<file path="src/rtl/axi4l_master_ipif.sv">
// Simple user-side register port bridged to an AXI4-Lite master.
// Write and read paths run as independent FSMs; acks pulse the cycle after the response handshake.
module axi4l_master_ipif #(
  parameter int C_ADDR_WIDTH = 12,
  parameter int C_DATA_WIDTH = 32
) (
  input  logic                    aclk,
  input  logic                    areset,
  input  logic [C_ADDR_WIDTH-3:0] wr_addr,
  input  logic                    wr_req,
  input  logic [3:0]              wr_be,
  input  logic [C_DATA_WIDTH-1:0] wr_data,
  output logic                    wr_ack,
  output logic                    wr_err,
  output logic                    wr_busy,
  input  logic [C_ADDR_WIDTH-3:0] rd_addr,
  input  logic                    rd_req,
  output logic [C_DATA_WIDTH-1:0] rd_data,
  output logic                    rd_ack,
  output logic                    rd_err,
  output logic                    rd_busy,
  output logic [31:0]             m_axi_awaddr,
  output logic [2:0]              m_axi_awprot,
  output logic                    m_axi_awvalid,
  input  logic                    m_axi_awready,
  output logic [C_DATA_WIDTH-1:0] m_axi_wdata,
  output logic [3:0]              m_axi_wstrb,
  output logic                    m_axi_wvalid,
  input  logic                    m_axi_wready,
  input  logic [1:0]              m_axi_bresp,
  input  logic                    m_axi_bvalid,
  output logic                    m_axi_bready,
  output logic [31:0]             m_axi_araddr,
  output logic [2:0]              m_axi_arprot,
  output logic                    m_axi_arvalid,
  input  logic                    m_axi_arready,
  input  logic [C_DATA_WIDTH-1:0] m_axi_rdata,
  input  logic [1:0]              m_axi_rresp,
  input  logic                    m_axi_rvalid,
  output logic                    m_axi_rready
);
  localparam int AW = C_ADDR_WIDTH - 2;

  generate
    if (C_DATA_WIDTH != 32) begin : g_bad_width
      $error("axi4l_master_ipif: C_DATA_WIDTH must be 32");
    end
  endgenerate

  typedef enum logic [2:0] {W_IDLE, W_BOTH, W_AONLY, W_DONLY, W_RESP} wstate_e;
  typedef enum logic [1:0] {R_IDLE, R_ADDR, R_DATA} rstate_e;

  wstate_e                 w_q, w_d;
  rstate_e                 r_q, r_d;
  logic [AW-1:0]           awaddr_q, awaddr_d, araddr_q, araddr_d;
  logic [C_DATA_WIDTH-1:0] wdata_q, wdata_d, rd_data_q, rd_data_d;
  logic [3:0]              wstrb_q, wstrb_d;
  logic                    awvalid_q, awvalid_d, wvalid_q, wvalid_d;
  logic                    wr_ack_q, wr_ack_d, wr_err_q, wr_err_d;
  logic                    rd_ack_q, rd_ack_d, rd_err_q, rd_err_d;
  logic                    aw_hs, w_hs;

  assign aw_hs = awvalid_q & m_axi_awready;
  assign w_hs  = wvalid_q & m_axi_wready;

  always_ff @(posedge aclk or posedge areset) begin
    if (areset) begin
      w_q       <= W_IDLE;
      r_q       <= R_IDLE;
      awaddr_q  <= '0;
      araddr_q  <= '0;
      wdata_q   <= '0;
      wstrb_q   <= '0;
      rd_data_q <= '0;
      awvalid_q <= 1'b0;
      wvalid_q  <= 1'b0;
      wr_ack_q  <= 1'b0;
      wr_err_q  <= 1'b0;
      rd_ack_q  <= 1'b0;
      rd_err_q  <= 1'b0;
    end else begin
      w_q       <= w_d;
      r_q       <= r_d;
      awaddr_q  <= awaddr_d;
      araddr_q  <= araddr_d;
      wdata_q   <= wdata_d;
      wstrb_q   <= wstrb_d;
      rd_data_q <= rd_data_d;
      awvalid_q <= awvalid_d;
      wvalid_q  <= wvalid_d;
      wr_ack_q  <= wr_ack_d;
      wr_err_q  <= wr_err_d;
      rd_ack_q  <= rd_ack_d;
      rd_err_q  <= rd_err_d;
    end
  end

  // Write path: AW and W complete in either order; states name what is still pending.
  always_comb begin
    w_d      = w_q;
    awaddr_d = awaddr_q;
    wdata_d  = wdata_q;
    wstrb_d  = wstrb_q;
    wr_ack_d = 1'b0;
    wr_err_d = 1'b0;
    case (w_q)
      W_IDLE: if (wr_req) begin
        w_d      = W_BOTH;
        awaddr_d = wr_addr;
        wdata_d  = wr_data;
        wstrb_d  = wr_be;
      end
      W_BOTH: begin
        if (aw_hs && w_hs) w_d = W_RESP;
        else if (aw_hs)    w_d = W_DONLY;
        else if (w_hs)     w_d = W_AONLY;
      end
      W_AONLY: if (aw_hs) w_d = W_RESP;
      W_DONLY: if (w_hs)  w_d = W_RESP;
      W_RESP: if (m_axi_bvalid) begin
        w_d      = W_IDLE;
        wr_ack_d = 1'b1;
        wr_err_d = m_axi_bresp[1];
      end
      default: w_d = W_IDLE;
    endcase
    awvalid_d = (w_d == W_BOTH) || (w_d == W_AONLY);
    wvalid_d  = (w_d == W_BOTH) || (w_d == W_DONLY);
  end

  always_comb begin
    r_d       = r_q;
    araddr_d  = araddr_q;
    rd_data_d = rd_data_q;
    rd_ack_d  = 1'b0;
    rd_err_d  = 1'b0;
    case (r_q)
      R_IDLE: if (rd_req) begin
        r_d      = R_ADDR;
        araddr_d = rd_addr;
      end
      R_ADDR: if (m_axi_arready) r_d = R_DATA;
      R_DATA: if (m_axi_rvalid) begin
        r_d       = R_IDLE;
        rd_data_d = m_axi_rdata;
        rd_ack_d  = 1'b1;
        rd_err_d  = m_axi_rresp[1];
      end
      default: r_d = R_IDLE;
    endcase
  end

  assign m_axi_awaddr  = 32'({awaddr_q, 2'b00});
  assign m_axi_awprot  = 3'b000;
  assign m_axi_awvalid = awvalid_q;
  assign m_axi_wdata   = wdata_q;
  assign m_axi_wstrb   = wstrb_q;
  assign m_axi_wvalid  = wvalid_q;
  assign m_axi_bready  = (w_q == W_RESP);
  assign m_axi_araddr  = 32'({araddr_q, 2'b00});
  assign m_axi_arprot  = 3'b000;
  assign m_axi_arvalid = (r_q == R_ADDR);
  assign m_axi_rready  = (r_q == R_DATA);

  assign wr_ack  = wr_ack_q;
  assign wr_err  = wr_err_q;
  assign wr_busy = (w_q != W_IDLE);
  assign rd_data = rd_data_q;
  assign rd_ack  = rd_ack_q;
  assign rd_err  = rd_err_q;
  assign rd_busy = (r_q != R_IDLE);
endmodule

</file>
<file path="config.mk">
export PLATFORM = sky130hd
export DESIGN_NAME = axi4l_master_ipif
export DESIGN_NICKNAME = d
export VERILOG_FILES = /design/src/rtl/axi4l_master_ipif.sv
export SDC_FILE = /design/constraint.sdc
export NUM_CORES = 1
export LEC_CHECK = 0
export ABC_AREA = 1
export BUFFER_PORTS_ARGS = -buffer_cell sky130_fd_sc_hd__buf_2
export CAP_MARGIN = 10
export CORE_MARGIN = 2
export CORE_UTILIZATION = 42
export DETAILED_ROUTE_END_ITERATION = 6
export PLACE_DENSITY = 0.82
export SLEW_MARGIN = 25
export SYNTH_ARGS = -nofsm -noshare
export SYNTH_HDL_FRONTEND = slang
export SYNTH_SLANG_ARGS = --single-unit
</file>
<file path="constraint.sdc">
create_clock -name aclk -period 5.45 [get_ports aclk]
set_input_delay 1.09 -clock aclk [delete_from_list [all_inputs] [get_ports aclk]]
set_output_delay 1.09 -clock aclk [all_outputs]
set_load 0.03 [all_outputs]
</file>
* Yosys cells after proc, flatten, opt, wreduce, memory -nomap -nowiden
Index checks and enable logic that the tools add are counted.
Operators by class: $add $sub $neg 0, multipliers 0, divide/modulo/power cells 0, order comparisons 0, equality and inequality tests 12, shift operators 0, muxes and demuxes 20, bitwise logic cells 2, reductions and logical operators 11
Operators by type and width (number):
- 2-to-1 mux 3 bit | 7
- case mux 3 bit (5 select lines) | 1
- equality test 3 x 2 -> 1 bit, second input constant | 4
- 2-to-1 mux 1 bit | 8
- equality test 3 x 1 -> 1 bit, second input constant | 2
- 2-to-1 mux 2 bit | 3
- case mux 2 bit (3 select lines) | 1
- AND reduction 2 bit | 3
- inequality test 2 bit, second input constant | 2
- equality test 3 bit, second input constant | 1
- logical NOT 3 bit | 1
- AND reduction 3 bit | 1
- nonzero test 3 bit | 1
- bitwise AND 1 bit | 2
- equality test 2 x 1 -> 1 bit, second input constant | 1
- equality test 2 bit, second input constant | 1
- logical NOT 2 bit | 1
- logical OR 1 bit | 2
- inequality test 2 x 1 -> 1 bit, second input constant | 1
- nonzero test 2 bit | 1
- logical AND 1 bit | 1
Storage, ports and cells: register bits after elaboration 99, bits in latches 0, RAM bits 0, bits in read-only memories 0, input port bits 101, output and inout port bits 149, word-level logic and storage cells 58, memories kept 0

* Longest topological paths before layout
Gate-level depths: netlist of run 1.
depth in word-level cells 7, gate-level depth with buffers 7, mapped depth without buffers 7

* Worst setup path after synthesis of run 1
No wires, ideal clock.
path kind register to output, from register w_q[1], to output port m_axi_bready, arrival time 0.837 ns, data required time 4.360 ns, setup slack 3.523 ns, stages on the path, launching flop included 4, buffers on the path 0, path through dfrtp_1 > nor2_4 > nand2_1 > inv_1
Between the ends: cells in the longest elaborated chain, start to end 1
Ends and longest elaborated chain:
- from (decl) | line 53 | wstate_e w_q, w_d;
- from (signal assigned) | line 82 | w_q <= w_d;
- equality test 3 bit | line 159 | assign m_axi_bready = (w_q == W_RESP);
- to (decl) | line 32 | output logic m_axi_bready,
Every way passes these cells.

* Worst setup path after layout of run 1
Ends and elaborated chain as after synthesis.

==> reports/metrics.yaml, run 1 <==
synth:
  yosysWarnings: 0
  ys.flop_type: "dfrtp_1"
  syn_area_um2: 4350
  ys_ff_latch: 99
  synthSimpleGateAreaFrac_pct: 17.3
  synth_compound_area_share_pct: 7.77
  synth_adder_area_share_pct: 0
  synth.yosys.seq_area_share_pct: 57.0
  yosys.area.top_type: "dfrtp_1"
  synth.most_common_cell: "nand2_1"
  netlist_top_cells_count: "171 x nand2_1, 99 x dfrtp_1, 72 x inv_1"
  syn_inst: 492
  synth_top_area_share_pct: 57.0
  synth_top_family_by_area: "buffers and inverters"
  synth_edf_count: 0
  yosys-top-cells-area: "dfrtp_1 57%, nand2_1 15%, buf_4 9.1%"
  synth-async-reset-ratio_pct: 100
  muxShareOfSynthArea_pct: 0
  ys_types: 22
  syn_avg_cell_area_um2: 8.84
  synth-xor-area-share_pct: 0
timing:
  post-route-period-util_pct: 44.4
  setup-tns-final_ps: 0
  setup_viol: 0
  slew_headroom_pct: 55.6
  layout_min_cycle_time_ps: 2420
  clock-skew-final_ps: 12.8
  fin_ws_ps: 3030
  hold_viol: 0
  slew_viol_final: 0
  timing.fmax_mhz: 413
  tightestPinTransition_ps: 665
  rsz0062_at_grt: "no"
global_routing:
  grt_overflow: 0
  grt_max_degree: 96
  grt_pass1_vias: 3035
  grt_usage_pct: 16.3
  grt_pass1_wl_mm: 14.3
  antenna_found_initial: 0
power_and_ir_drop:
  leakage_nw: 3.40
  p_per_area_nw_per_um2: 649
  peakVddDrop_uv: 340
worst_hold_path:
  whs_path_depth: 2
  hp-class: "flip-flop to flip-flop"
  hold-path-endpoint: "rd_data[18]"
  hold_start: "rd_data[18]"
status:
  status: "complete, no violations"
detailed_routing:
  drc: 0
  wl_per_cell_um: 11.1
  vias: 3379
  vias_per_cell: 4.10
  wl_mm: 9.15
  dr.first_iter.drc_count: 178
  drtPass1Iterations: 4
  drtAntennaViolNets: 0
clocking:
  clockBufferDepth: 2
  cts_root_buf: "clkbuf_8"
  clk_latency_ps: 360
  cts_buffers: 9
  post-cts-setup-buffers: 0
  post_cts_resized: 0
  cts.sinks: 99
  path_clk_slew_ps: 90
  htreeDepth: 3
  cts_hold_buf: 0
  cts_tree: "yes"
cells_and_area:
  fillCellCount: 980
  n_antenna_cell: 0
  fin_nets: 784
  syn2layout_area_growth_pct: 26.9
  drive_above_1_share_pct: 33.6
critical_path:
  cp-start-kind: "flip-flop"
  crit_fanout: 4
  reg2reg_slack_ps: 3600
  reg2reg_depth: 5
  cpPeakStageDelay_ps: 440
  slowest_stage: "dfrtp_1"
  cp.depth: 4
  r2r-end: "rd_data[6]"
  cp-startpoint: "w_q[1]"
  end_kind: "primary output"
  path_cells: "nor2_4 -> nand2_1 -> inv_1 -> buf_2"
  cp_top_family: "flip-flops"
  required_ps: 4360
  crit_type: "flip-flop to primary output"
  cp.arrival_ps: 1330
  reg2reg_from: "r_q[0]"
  cp_num_buf_inv: 2
run:
  cap_viol_max_count: 0
floorplan:
  pin_count: 250
  start_util_pct: 42.7
  fp.dieW_um: 106
  rows: 37
  die_y_um: 106
  die_area_um2: 11200
  core_area_um2: 10200
placement:
  place_ws_ps: 2830
  port_buffers: 197
  place_hpwl_mm: 6.72
  gp_congestion: 0.734
[cells in the final DEF (no fill, tap or decap), drive strengths merged]
| cell type | instances |
|---|---|
| buf | 199 |
| nand2 | 172 |
| dfrtp | 99 |
| inv | 73 |
| o21ai | 57 |
| conb | 50 |
| nand3 | 10 |
| clkbuf | 9 |
| nor2 | 9 |
| bufinv | 5 |
| clkinv | 2 |
| nor3 | 1 |
| o211ai | 1 |
| o31ai | 1 |
[sequential cells by signal (all words and copies together) (netlist names)]
name,count
awaddr_q,10
m_axi_wstrb,4
m_axi_wdata,32
rd_ack,1
rd_data,32
araddr_q,10
rd_err,1
wr_ack,1
wr_err,1
m_axi_awvalid,1
r_q,2
w_q,3
m_axi_wvalid,1
[per-stage QoR]
step | std cells | total power, W | hold slack [ps] | area, um2 | util [%]
2_1_floorplan | 541 | 0.00251 | 560 | 4530 | -
3_3_place_gp | 807 | 0.00292 | 457 | 5200 | 51.1
3_5_place_dp | 807 | 0.00296 | 460 | 5200 | 51.1
4_1_cts | 823 | 0.00361 | 485 | 5490 | 53.9
5_1_grt | 824 | 0.00383 | 508 | 5520 | 54.2
6_report | 824 | 0.00358 | 479 | 5520 | 54.2
[area by class of cell]
type                    count  area [um2]  area share [%]
multi-input cells         301        1280            23.3
flip-flops and latches     99        2480            44.9
well taps                 136         170            3.08
inverters                  73         277            5.01
clock inverters             7         164            2.97
repair buffers            199        1020            18.5
clock buffers               9         124            2.24
[cells by family after synthesis]
group                  Yosys count
AND/OR/NAND/NOR                192
buffers and inverters          141
other                            1
AO/OA/AOI/OAI                   59
flip-flops                      99
[worst max path at each step]
stage,to,slack (ps)
after global placement,m_axi_awvalid,2890
final,m_axi_bready,3030
after floorplan,araddr_q[0],1770
after global routing,m_axi_bready,2930
after detailed placement,m_axi_wdata[27],2830
after CTS,m_axi_bready,3000
[tightest hold or removal path, stage by stage (launching register included)]
cell and delay, ps:
dfrtp_1 350, nand2_1 50, nand2_1 50
[layer usage]
metal	global-route usage (%)	share of wire, %	up-vias
li1	-	-	1752
met1	19.9	43	1457
met2	27.6	48	157
met3	3.90	8.0	13
met4	7.24	1.8	0
met5	0	0	-
[where the power goes]
part	internal [W]	switching [W]	leakage, nW
logic	0.000466	0.00124	2.01
registers	0.00106	0.000167	1.24
clock network	0.000398	0.000248	0.143
No activity file was read; power rests on OpenSTA's default activity.
==> run 2, diff against run 1 <==
--- a/config.mk
+++ b/config.mk
@@ -5,11 +5,11 @@
 export SDC_FILE = /design/constraint.sdc
 export NUM_CORES = 1
 export LEC_CHECK = 0
-export ABC_AREA = 1
+export ABC_AREA = 0
 export BUFFER_PORTS_ARGS = -buffer_cell sky130_fd_sc_hd__buf_2
 export CAP_MARGIN = 10
 export CORE_MARGIN = 2
-export CORE_UTILIZATION = 42
+export CORE_UTILIZATION = 40
 export DETAILED_ROUTE_END_ITERATION = 6
 export PLACE_DENSITY = 0.82
 export SLEW_MARGIN = 25
==> constraint.sdc (replaced) <==
create_clock -name aclk -period 1.96 [get_ports aclk]
set_input_delay 0.392 -clock aclk [delete_from_list [all_inputs] [get_ports aclk]]
set_output_delay 0.392 -clock aclk [all_outputs]
set_load 0.03 [all_outputs]
==> reports/metrics.yaml, run 2 <==
synth:
  synth.yosys.seq_area_share_pct: 57.0  # about the same
  syn_avg_cell_area_um2: 15.1  # was 8.84 um2
  yosysWarnings: 0  # unchanged
  synth-async-reset-ratio_pct: 100  # unchanged
  yosys-top-cells-area: "dfrtp_1 57%, mux2_4 14%, mux2_2 12%"  # was dfrtp_1 57%, nand2_1 15%, buf_4 9.1%
  yosys.area.top_type: "dfrtp_1"  # unchanged
  syn_area_um2: 4340  # was 4350 um2
  ys_ff_latch: 99  # unchanged
  syn_inst: 287  # was 492
  synth_edf_count: 0  # unchanged
  synth_top_area_share_pct: 57.0  # about the same
  netlist_top_cells_count: "99 x dfrtp_1, 50 x buf_4, 48 x mux2_2"  # was 171 x nand2_1, 99 x dfrtp_1, 72 x inv_1
  ys.flop_type: "dfrtp_1"  # unchanged
  synth.most_common_cell: "dfrtp_1"  # was nand2_1
  ys_types: 29  # was 22
detailed_routing:
  vias_per_cell: 4.37  # was 4.10
  wl_per_cell_um: 13.9  # was 11.1 um
  dr.first_iter.drc_count: 76  # was 178
  drc: 0  # unchanged
  vias: 2774  # was 3379
  drtPass1Iterations: 4  # unchanged
  wl_mm: 8.82  # was 9.15 mm
  drtAntennaViolNets: 0  # unchanged
critical_path:
  cp-startpoint: "w_q[0]"  # was w_q[1]
  required_ps: 1570  # was 4360 ps
  end_kind: "primary output"  # unchanged
  reg2reg_from: "w_q[0]"  # was r_q[0]
  reg2reg_depth: 4  # was 5
  crit_fanout: 9  # was 4
  reg2reg_slack_ps: 180  # was 3600 ps
  cp-start-kind: "flip-flop"  # unchanged
  r2r-end: "awaddr_q[6]"  # was rd_data[6]
  crit_path_end: "wr_busy"  # was m_axi_bready
  crit_type: "flip-flop to primary output"  # unchanged
  cp.arrival_ps: 1460  # was 1330 ps
global_routing:
  grt_pass1_wl_mm: 13.2  # was 14.3 mm
  antenna_found_initial: 0  # unchanged
  grt_max_degree: 100  # was 96
  grt_overflow: 0  # unchanged
  grt_usage_pct: 14.6  # was 16.3%
  grt_pass1_vias: 2671  # was 3035
cells_and_area:
  final_cell_mix: "197 x buf_2, 99 x dfrtp_1, 50 x conb_1"  # was 197 x buf_2, 171 x nand2_1, 99 x dfrtp_1
  finish.utilization_pct: 51.1  # was 54.2%
  multi_input_area_um2: 1530  # was 1280 um2
  fin_nets: 592  # was 784
  n_antenna_cell: 0  # unchanged
  seqCellArea_um2: 2480  # unchanged
  syn2layout_area_growth_pct: 26.0  # was 26.9%
  drive_above_1_share_pct: 62.6  # was 33.6%
  final_common_cell: "buf_2"  # unchanged
  fillCellCount: 930  # was 980
clocking:
  cts_buffers: 9  # unchanged
  cts_hold_buf: 0  # unchanged
  htreeDepth: 3  # unchanged
  cts_tree: "yes"  # unchanged
  post-cts-setup-buffers: 0  # unchanged
  path_clk_slew_ps: 90  # about the same
  clk_latency_ps: 350  # was 360 ps
  cts.sinks: 99  # unchanged
  cts_root_buf: "clkbuf_8"  # unchanged
  clockBufferDepth: 2  # unchanged
  post_cts_resized: 0  # unchanged
floorplan:
  die_y_um: 108  # was 106 um
  core_area_um2: 10700  # was 10200 um2
  start_util_pct: 40.6  # was 42.7%
  die_area_um2: 11700  # was 11200 um2
  rows: 38  # was 37
  fp.dieW_um: 108  # was 106 um
  pin_count: 250  # unchanged
timing:
  timing.fmax_mhz: 540
  layout_min_cycle_time_ps: 1850
  tightestPinTransition_ps: 538  # was 665 ps
  post-route-period-util_pct: 94.4
  slew_headroom_pct: 64.1  # was 55.6%
  setup_viol: 0  # unchanged
  hold_viol: 0  # unchanged
  rsz0062_at_grt: "no"  # unchanged
  slew_viol_final: 0  # unchanged
  setup-tns-final_ps: 0  # unchanged
  clock-skew-final_ps: 12.8  # about the same
  whs_ps: 159  # was 479 ps
power_and_ir_drop:
  p_per_area_nw_per_um2: 1900  # was 649 nW/um2
  finalPower_w: 0.0104  # was 0.00358 W
  leakage_nw: 2.90  # was 3.40 nW
  peakVddDrop_uv: 756  # was 340 uV
placement:
  gp_congestion: 0.757  # was 0.734
  place_hpwl_mm: 6.72  # about the same
  port_buffers: 197  # unchanged
status:
  status: "complete, no violations"  # unchanged
worst_hold_path:
  hp-class: "input port to asynchronous set/reset pin"  # was flip-flop to flip-flop
run:
  cap_viol_max_count: 0  # unchanged
==> run 2: critical path, stage by stage (launching register included) <==
cell and delay [ps]:
dfrtp_1 470, or3_4 440, buf_2 200
==> run 2: power by group <==
group / total (W) / leakage, nW / switching, W / internal (W)
sequential: 0.00362 / 1.18 / 0.000561 / 0.00306
combinational: 0.00556 / 1.62 / 0.00338 / 0.00218
clock: 0.00124 / 0.0881 / 0.000657 / 0.000580
==> run 2: area by class of cell <==
type                            count  share of cell area [%]
Sequential cell                    99                    45.3
Clock buffer                       10                    2.33
Inverter                            8                   0.618
Timing Repair Buffer              203                    19.5
Tap cell                          140                    3.20
Clock inverter                      5                    1.01
Multi-Input combinational cell    170                    28.0
==> run 2: worst min-delay path by stage <==
stage                               start         endpoint  slack, ps  depth (start not counted)
after floorplan              m_axi_bvalid           w_q[2]        500                          1
after global placement        rd_data[18]      rd_data[18]        480                          1
after detailed placement  m_axi_wdata[12]  m_axi_wdata[12]        490                          1
after CTS                          areset      araddr_q[1]        200                          3
after global routing               areset      araddr_q[1]        220                          3
final                              areset      araddr_q[1]        160                          3
==> run 2: logic make-up after synthesis <==
group                  count (synthesis)  synth area share (%)
buffers and inverters                 67                  11.9
other                                  1                0.0863
AND/OR/NAND/NOR                       21                  3.00
AO/OA/AOI/OAI                         11                  1.70
multiplexers                          88                  26.3
flip-flops                            99                  57.0
==> run 2: metrics by stage <==
stage / area (um2) / instances / setup slack [ps]
after global placement: 5290 / 620 / 241
after global routing: 5470 / 635 / 56.6
after CTS: 5470 / 635 / 89.1
after detailed placement: 5290 / 620 / 192
final: 5470 / 635 / 109
after floorplan: 4530 / 336 / 196
==> run 2: per-layer routing <==
metal	share of wire, %	track usage, %
met1	39	17.0
met2	53	25.5
met3	6.3	2.53
met4	2.4	7.88
met5	0	0
==> run 3, diff against run 2 <==
--- a/config.mk
+++ b/config.mk
@@ -11,6 +11,7 @@
 export CORE_MARGIN = 2
 export CORE_UTILIZATION = 40
 export DETAILED_ROUTE_END_ITERATION = 6
+export GPL_TIMING_DRIVEN = 0
 export PLACE_DENSITY = 0.82
 export SLEW_MARGIN = 25
 export SYNTH_ARGS = -nofsm -noshare
==> reports/metrics.yaml, run 3 (same netlist as run 2, synthesis figures left out) <==
status:
  status: "complete, no violations"  # unchanged
detailed_routing:
  dr.first_iter.drc_count: 104  # was 76
  wl_mm: 9.34  # was 8.82 mm
  wl_per_cell_um: 13.5  # was 13.9 um
  drc: 0  # unchanged
  drtAntennaViolNets: 0  # unchanged
  vias: 2981  # was 2774
  vias_per_cell: 4.30  # was 4.37
  drtPass1Iterations: 4  # unchanged
timing:
  rsz0062_at_grt: "no"  # unchanged
  timing.fmax_mhz: 541  # was 540 MHz
  hold_viol: 0  # unchanged
  slew_viol_final: 0  # unchanged
  post-route-period-util_pct: 94.4  # about the same
  setup_viol: 0  # unchanged
  clock-skew-final_ps: 13.4  # was 12.8 ps
  layout_min_cycle_time_ps: 1850  # about the same
power_and_ir_drop:
  combPwrFrac_pct: 54.0  # was 53.4%
  p_sw_share_pct: 43.2  # was 44.2%
  p_per_area_nw_per_um2: 1790  # was 1900 nW/um2
  p_clk_share_pct: 12.4  # was 11.9%
  internal_power_w: 0.00608  # was 0.00582 W
  peakVddDrop_uv: 817  # was 756 uV
  seqPwrFrac_pct: 33.6  # was 34.7%
  leakage_nw: 3.23  # was 2.90 nW
  power.switching_w: 0.00463  # was 0.00460 W
global_routing:
  grt_usage_pct: 15.7  # was 14.6%
  grt_max_degree: 36  # was 100
  grt_overflow: 0  # unchanged
  grt_pass1_wl_mm: 14.2  # was 13.2 mm
  antenna_found_initial: 1  # was 0
  grt_pass1_vias: 3028  # was 2671
clocking:
  cts_root_buf: "clkbuf_8"  # unchanged
  path_clk_slew_ps: 90  # about the same
  clk_latency_ps: 350  # about the same
  cts_tree: "yes"  # unchanged
  clockBufferDepth: 2  # unchanged
  cts.sinks: 99  # unchanged
  htreeDepth: 3  # unchanged
  post-cts-setup-buffers: 0  # unchanged
  cts_buffers: 9  # unchanged
floorplan:
  fp.dieW_um: 108  # unchanged
  die_area_um2: 11700  # unchanged
  die_y_um: 108  # unchanged
  rows: 38  # unchanged
  pin_count: 250  # unchanged
  start_util_pct: 40.6  # unchanged
  core_area_um2: 10700  # unchanged
cells_and_area:
  seqCellArea_um2: 2480  # unchanged
  fillCellCount: 915  # was 930
  multi_input_area_um2: 1530  # unchanged
  syn2layout_area_growth_pct: 37.5  # was 26.0%
  final_common_cell: "buf_2"  # unchanged
  final_cell_mix: "201 x buf_2, 99 x dfrtp_1, 50 x buf_4, 50 x conb_1, 48 x mux2_2"  # was 197 x buf_2, 99 x dfrtp_1, 50 x conb_1
  drive_above_1_share_pct: 66.0  # was 62.6%
  postLayoutCellArea_um2: 5970  # was 5470 um2
  finish.utilization_pct: 55.8  # was 51.1%
  fin_nets: 649  # was 592
critical_path:
  crit_fanout: 9  # unchanged
  cp.arrival_ps: 1460  # about the same
  crit_type: "flip-flop to primary output"  # unchanged
  reg2reg_depth: 5  # was 4
  end_kind: "primary output"  # unchanged
  cp-start-kind: "flip-flop"  # unchanged
  required_ps: 1570  # about the same
placement:
  gp_congestion: 0.770  # was 0.757
  placed_area_um2: 5750  # was 5290 um2
  port_buffers: 197  # unchanged
  place_hpwl_mm: 7.67  # was 6.72 mm
worst_hold_path:
  hp-class: "input port to flip-flop"  # was input port to asynchronous set/reset pin
  whs_path_depth: 2
run:
  cap_viol_max_count: 0  # unchanged
==> run 3: changes by cell type in the layout (fill, tap and decap cells not counted) <==
cell | before | now
buf_2 | 197 | 201
buf_4 | 3 | 50
clkbuf_1 | 1 | 3
diode_2 | 0 | 1
buf_6 | 0 | 1
clkinv_2 | 2 | 0
buf_12 | 3 | 7
dlygate4sd3_1 | 0 | 1
clkbuf_8 | 9 | 12
clkinvlp_4 | 3 | 1
==> run 3: metal layers <==
metal  wire length, um  GRT usage [%]  part of all wire, %  vias up
li1                  -              -                    -     1397
met1              3470           16.8                   37     1422
met2              5040           29.0                   54      140
met3               581           3.50                  6.2       22
met4               248           7.51                  2.7        0
met5                 0              0                    0        -
==> run 3: worst paths after layout <==
path                               from               to  slack (ps)
setup / recovery                 w_q[0]          wr_busy         110
hold / removal             m_axi_bvalid           w_q[2]         240
setup reg to reg                 w_q[0]  m_axi_wdata[19]         160
min in group asynchronous        areset      araddr_q[6]         480
hold reg to reg              rd_data[9]       rd_data[9]         500
max in group asynchronous        areset  m_axi_wdata[20]         850
==> run 3: worst max-delay path, stage by stage, from the launching register on <==
cell and delay (ps):
dfrtp_1 380, buf_6 130, or3_4 400, buf_2 200
==> run 3: cell type report <==
| class | instances | area share [%] |
|---|---|---|
| Tap cell | 140 | 2.93 |
| Multi-Input combinational cell | 170 | 25.7 |
| Timing Repair Buffer | 201 | 17.7 |
| Clock inverter | 1 | 0.503 |
| Clock buffer | 15 | 2.95 |
| Sequential cell | 99 | 41.5 |
| Antenna cell | 1 | 0.0419 |
| Buffer | 59 | 8.15 |
| Inverter | 8 | 0.566 |
==> run 3: metrics by stage <==
stage / setup TNS, ps / worst slack, ps / hold WS, ps / instances / total power, W
2_1_floorplan: 0 / 196 / 501 / 336 / 0.00787
3_3_place_gp: -15510 / -162 / 484 / 673 / 0.00925
3_5_place_dp: 0 / 168 / 308 / 676 / 0.00946
4_1_cts: 0 / 77.3 / 215 / 693 / 0.0108
5_1_grt: 0 / 55.2 / 221 / 694 / 0.0113
6_report: 0 / 110 / 241 / 694 / 0.0107
==> run 3: power groups by stage <==
| stage | combinational (W) | clock (W) | sequential [W] |
|---|---|---|---|
| 3_3_place_gp | 0.00570 | 0 | 0.00355 |
| 3_5_place_dp | 0.00583 | 0 | 0.00363 |
| 4_1_cts | 0.00583 | 0.00139 | 0.00361 |
| 2_1_floorplan | 0.00234 | 0 | 0.00552 |
| 5_1_grt | 0.00609 | 0.00146 | 0.00373 |
| 6_report | 0.00578 | 0.00133 | 0.00360 |
==> run 3: what timing repair did <==
action | in CTS | in global routing
hold endpoints to repair | 2 | 0
resized for setup | 0 | 0
hold buffers | 1 | 0
